<file path="config.mk">
export PLATFORM = sky130hd
export DESIGN_NAME = alu_share_ctrl
export DESIGN_NICKNAME = d
export VERILOG_FILES = /design/src/rtl/alu_share_ctrl.sv
export SDC_FILE = /design/constraint.sdc
export NUM_CORES = 1
export LEC_CHECK = 0
export BUFFER_PORTS_ARGS = -buffer_cell sky130_fd_sc_hd__buf_2
export CAP_MARGIN = 10
export CORE_MARGIN = 3
export CORE_UTILIZATION = 30
export DETAILED_ROUTE_END_ITERATION = 10
export PLACE_DENSITY_LB_ADDON = 0.1
export SLEW_MARGIN = 20
export SYNTH_ARGS = -nofsm -noshare
export SYNTH_HDL_FRONTEND = slang
export SYNTH_SLANG_ARGS = --single-unit
</file>
<file path="constraint.sdc">
create_clock -name clk -period 1.9 [get_ports clk]
set_input_delay 0.38 -clock clk [delete_from_list [all_inputs] [get_ports clk]]
set_output_delay 0.38 -clock clk [all_outputs]
set_load 0.01 [all_outputs]
</file>
<file path="src/rtl/alu_share_ctrl.sv">
// Arbitrates two requesters onto one shared external 2-bit combinational ALU.
// Handles one operation at a time through IDLE -> ISSUE -> RESP and holds the response until it is consumed.
module alu_share_ctrl #(
    parameter bit RR_EN = 1'b1
) (
    input  logic       clk,
    input  logic       rst_n,
    input  logic       req0_valid,
    input  logic       req1_valid,
    output logic       req0_ready,
    output logic       req1_ready,
    input  logic [1:0] req0_a,
    input  logic [1:0] req0_b,
    input  logic [1:0] req1_a,
    input  logic [1:0] req1_b,
    input  logic [2:0] req0_sel,
    input  logic [2:0] req1_sel,
    output logic [1:0] alu_a,
    output logic [1:0] alu_b,
    output logic [2:0] alu_sel,
    input  logic [1:0] alu_result,
    input  logic       alu_carry,
    output logic       rsp_valid,
    input  logic       rsp_ready,
    output logic       rsp_id,
    output logic [1:0] rsp_result,
    output logic       rsp_carry,
    output logic       rsp_err,
    output logic       busy
);

    typedef enum logic [1:0] {
        S_IDLE  = 2'd0,
        S_ISSUE = 2'd1,
        S_RESP  = 2'd2
    } state_t;

    state_t     r_state;
    logic       r_last_grant;
    logic       r_busy;
    logic       r_rsp_valid;
    logic [1:0] r_a;
    logic [1:0] r_b;
    logic [2:0] r_sel;
    logic       r_id;
    logic       r_rsp_id;
    logic [1:0] r_rsp_result;
    logic       r_rsp_carry;
    logic       r_rsp_err;

    logic       w_idle;
    logic       w_grant;
    logic       w_accept;
    logic [1:0] w_gnt_a;
    logic [1:0] w_gnt_b;
    logic [2:0] w_gnt_sel;

    // Returns the winning requester index; last is the index granted most recently.
    function automatic logic pick_grant(input logic v0, input logic v1, input logic last);
        if (v0 && v1)
            return RR_EN ? ~last : 1'b0;
        else if (v1)
            return 1'b1;
        else
            return 1'b0;
    endfunction

    function automatic logic sel_legal(input logic [2:0] sel);
        return (sel <= 3'd4);
    endfunction

    assign w_idle    = (r_state == S_IDLE);
    assign w_grant   = pick_grant(req0_valid, req1_valid, r_last_grant);
    assign w_gnt_a   = w_grant ? req1_a   : req0_a;
    assign w_gnt_b   = w_grant ? req1_b   : req0_b;
    assign w_gnt_sel = w_grant ? req1_sel : req0_sel;

    // Ready is gated by rst_n so that no requester sees a handshake while reset is held.
    assign req0_ready = rst_n && w_idle && req0_valid && !w_grant;
    assign req1_ready = rst_n && w_idle && req1_valid &&  w_grant;
    assign w_accept   = req0_ready || req1_ready;

    always_ff @(posedge clk or negedge rst_n) begin
        if (!rst_n) begin
            r_state      <= S_IDLE;
            r_last_grant <= 1'b1;
            r_busy       <= 1'b0;
            r_rsp_valid  <= 1'b0;
            r_a          <= 2'b00;
            r_b          <= 2'b00;
            r_sel        <= 3'b000;
            r_id         <= 1'b0;
            r_rsp_id     <= 1'b0;
            r_rsp_result <= 2'b00;
            r_rsp_carry  <= 1'b0;
            r_rsp_err    <= 1'b0;
        end else begin
            case (r_state)
                S_IDLE: begin
                    if (w_accept) begin
                        r_state      <= S_ISSUE;
                        r_busy       <= 1'b1;
                        r_last_grant <= w_grant;
                        r_a          <= w_gnt_a;
                        r_b          <= w_gnt_b;
                        r_sel        <= w_gnt_sel;
                        r_id         <= w_grant;
                    end
                end
                S_ISSUE: begin
                    // The ALU has had the whole ISSUE cycle to settle on the registered operands.
                    r_state     <= S_RESP;
                    r_rsp_valid <= 1'b1;
                    r_rsp_id    <= r_id;
                    if (sel_legal(r_sel)) begin
                        r_rsp_result <= alu_result;
                        r_rsp_carry  <= alu_carry;
                        r_rsp_err    <= 1'b0;
                    end else begin
                        r_rsp_result <= 2'b00;
                        r_rsp_carry  <= 1'b0;
                        r_rsp_err    <= 1'b1;
                    end
                end
                S_RESP: begin
                    if (rsp_ready) begin
                        r_state     <= S_IDLE;
                        r_busy      <= 1'b0;
                        r_rsp_valid <= 1'b0;
                    end
                end
                default: begin
                    r_state     <= S_IDLE;
                    r_busy      <= 1'b0;
                    r_rsp_valid <= 1'b0;
                end
            endcase
        end
    end

    assign alu_a      = r_a;
    assign alu_b      = r_b;
    assign alu_sel    = r_sel;
    assign rsp_valid  = r_rsp_valid;
    assign rsp_id     = r_rsp_id;
    assign rsp_result = r_rsp_result;
    assign rsp_carry  = r_rsp_carry;
    assign rsp_err    = r_rsp_err;
    assign busy       = r_busy;

endmodule

</file>
==> results.json <==
{
  "drc": 0,
  "yosysWarnings": 0,
  "routedWlPerCell_um": 14.4,
  "grt_pass1_wl_um": 3260,
  "netlist_instances": 70,
  "die_area_um2": 3290,
  "initial_core_util_pct": 33.5,
  "nNetsFinal": 135,
  "path_buf_inv": 1,
  "leakage_nw": 0.520,
  "viasPerCell": 4.94,
  "drt-pass1-iter-count": 3,
  "rsz0062_at_grt": "no",
  "relSlewSlack_pct": 61.5,
  "synth-seq-area-share_pct": 57.1,
  "crit_chain": "or3b_4 -> nor3_2 -> buf_2",
  "chipWidth_um": 57.3,
  "antenna_cells": 0,
  "p_int_mw": 0.962,
  "gr-usage-all-layers_pct": 12.8,
  "p_seq_share_pct": 44.1,
  "core_um2": 2360,
  "drt_iter0_drc": 11,
  "vias": 692,
  "status": "finished clean",
  "dp_slack_ps": 299,
  "numCtsBuffers": 3,
  "crit_family": "simple AND/OR/NAND/NOR gates",
  "setup_tns_ps": 0,
  "root_buffer": "clkbuf_4",
  "cts_tree": "done",
  "holdWs_ps": 49.4,
  "antenna_found_initial": 0,
  "first_global_vias": 667,
  "std_cell_rows": 17,
  "cp_max_fo": 4,
  "p_comb_share_pct": 39.9,
  "setup_ws_ps": 75.4,
  "clockBufferDepth": 2,
  "pwr-share-clk_pct": 16.0,
  "clock_latency_ps": 290,
  "fin_util_pct": 45.4,
  "p_per_area_nw_per_um2": 1400,
  "finalClockSkew_ps": 1.44,
  "ys_ff_latch": 18,
  "routed_wl_um": 2020,
  "clkTransAtPathRegs_ps": 110,
  "htree_levels": 1,
  "critPathSlowestCell": "or3b_4",
  "avgSynthCellArea_um2": 11.3,
  "power.switching_mw": 0.535,
  "end_kind": "primary output",
  "grt_max_degree": 20,
  "finalSetupViolCount": 0,
  "critPathLaunchType": "flop",
  "critPathKind": "reg -> out",
  "fin_crit_ps": 1820,
  "cap_viol_max_count": 0,
  "drive_above_1_share_pct": 47.3,
  "synth.distinct_cells": 23,
  "required_ps": 1520,
  "area_delta_synth_final_pct": 35.6,
  "chipHeight_um": 57.3,
  "cp.arrival_ps": 1440,
  "ios": 38,
  "ir_drop_mv": 0.726,
  "cts_num_sinks": 18,
  "gp_congestion": 0.724,
  "hold_violations": 0,
  "dp_hpwl_um": 1540,
  "synth.net_count": 92,
  "max_stage_delay_ps": 430,
  "synthesis.area_um2": 791,
  "ant_nets": 0,
  "sw_frac_of_total_pct": 35.7,
  "io_buffer_count": 37,
  "max_freq_mhz": 548,
  "overflow": 0,
  "hold_class": "in -> async",
  "post-route-period-util_pct": 96.0,
  "worst_slew_pin_slew_ps": 576,
  "slew_violations": 0
}
[state kept, by name, summed over array words and instances (netlist names)]
name / flops
r_last_grant: 1
alu_a: 2
rsp_carry: 1
rsp_result: 2
rsp_err: 1
r_state: 2
alu_sel: 3
busy: 1
rsp_valid: 1
rsp_id: 1
alu_b: 2
r_id: 1
[path summary, 6_finish.rpt]
check                           start      endpoint  slack [ps]  cells after the start
setup / recovery           r_state[1]    req0_ready          80                      3
hold / removal                  rst_n          r_id          50                      2
setup reg to reg           r_state[0]          r_id         590                      4
hold reg to reg                rsp_id        rsp_id         490                      2
max in group asynchronous       rst_n  r_last_grant        1590                      2
min in group clk           req0_valid  r_last_grant         280                      2
[per-stage QoR]
step / power, mW / area [um2] / cells
CTS: 1.51 / 1060 / 139
detailed placement: 1.26 / 1010 / 134
global route: 1.61 / 1070 / 140
finish: 1.50 / 1070 / 140
global placement: 1.25 / 1010 / 134
floorplan: 1.01 / 791 / 70
[layer usage]
layer	track usage (%)	part of all wire [%]
met5	0	0
met1	17.4	46
met2	19.7	46
met4	1.32	0
met3	5.20	7.7
[worst reg2reg max path, stage by stage (launching register included)]
cell and delay (ps):
dfrtp_1 400, buf_4 150, nor3b_2 350, nor2_1 80
a211o_1 230
[layout by cell type (no fill, tap or decap)]
cell type  count
inv_1          1
a21oi_1        1
a21o_2         1
buf_2         37
nor2_2         1
nor2_8         1
nor2b_1        1
dfstp_2        1
o32ai_1        7
dfrtp_1       17
clkbuf_8       1
a21bo_2        1
buf_4          4
or3b_4         1
clkbuf_4       3
or2b_1         1
a2bb2oi_1      7
o21ai_0        7
clkinv_1       1
nand2_1       10
a211o_1        1
a31oi_1        1
nor3_2         1
o21a_1         1
nor2_1         3
nor3b_2        1
[cell families (layout without fill, tap and decap cells)]
| logic type | count (synthesis) | after routing | synth area share, % |
|---|---|---|---|
| AO/OA/AOI/OAI | 27 | 27 | 25.8 |
| buffers and inverters | 5 | 47 | 2.53 |
| AND/OR/NAND/NOR | 20 | 20 | 14.6 |
| flip-flops | 18 | 18 | 57.1 |
[area by class of cell]
class	count	area, um2
fill	233	1290
inverter	2	7.51
timing repair buffer	41	215
clock buffer	4	36.3
multi-input combinational	47	327
sequential	18	452
tap	28	35.0
[repair_timing]
| action | CTS | global route |
|---|---|---|
| buffers inserted | 1 | 1 |
| resized for setup | 0 | 2 |
| endpoints found under the setup margin | 2 | 2 |
| hold endpoints to repair | 0 | 0 |
| hold buffers | 0 | 0 |
[cell usage after synthesis]
| master | number | share of area [%] |
|---|---|---|
| nor3_1 | 1 | 0.63 |
| buf_2 | 1 | 0.63 |
| clkbuf_1 | 2 | 0.95 |
| nor2_8 | 1 | 2.5 |
| a21o_2 | 1 | 1.1 |
| nor2_1 | 4 | 1.9 |
| dfstp_2 | 1 | 3.3 |
| inv_1 | 1 | 0.47 |
| a21bo_2 | 1 | 1.3 |
| nand2_1 | 10 | 4.7 |
| a31oi_1 | 1 | 0.79 |
| dfrtp_1 | 17 | 54 |
| a211o_1 | 1 | 1.1 |
| o21ai_0 | 7 | 4.4 |
| o21a_1 | 1 | 0.95 |
| clkinv_1 | 1 | 0.47 |
| nor2b_1 | 1 | 0.79 |
| or3b_4 | 1 | 1.4 |
| or2b_1 | 1 | 0.95 |
| a21oi_1 | 1 | 0.63 |
| nor3b_2 | 1 | 1.6 |
| a2bb2oi_1 | 7 | 7.8 |
| o32ai_1 | 7 | 7.8 |
[power by group through the flow]
stage                     combinational (mW)  clock (mW)  sequential [mW]
final                                  0.597       0.239            0.661
after CTS                              0.593       0.248            0.668
after global routing                   0.661       0.265            0.689
after detailed placement               0.585           0            0.675
after floorplan                        0.273           0            0.733
after global placement                 0.582           0            0.666
No activity file was read; power rests on OpenSTA's default activity.
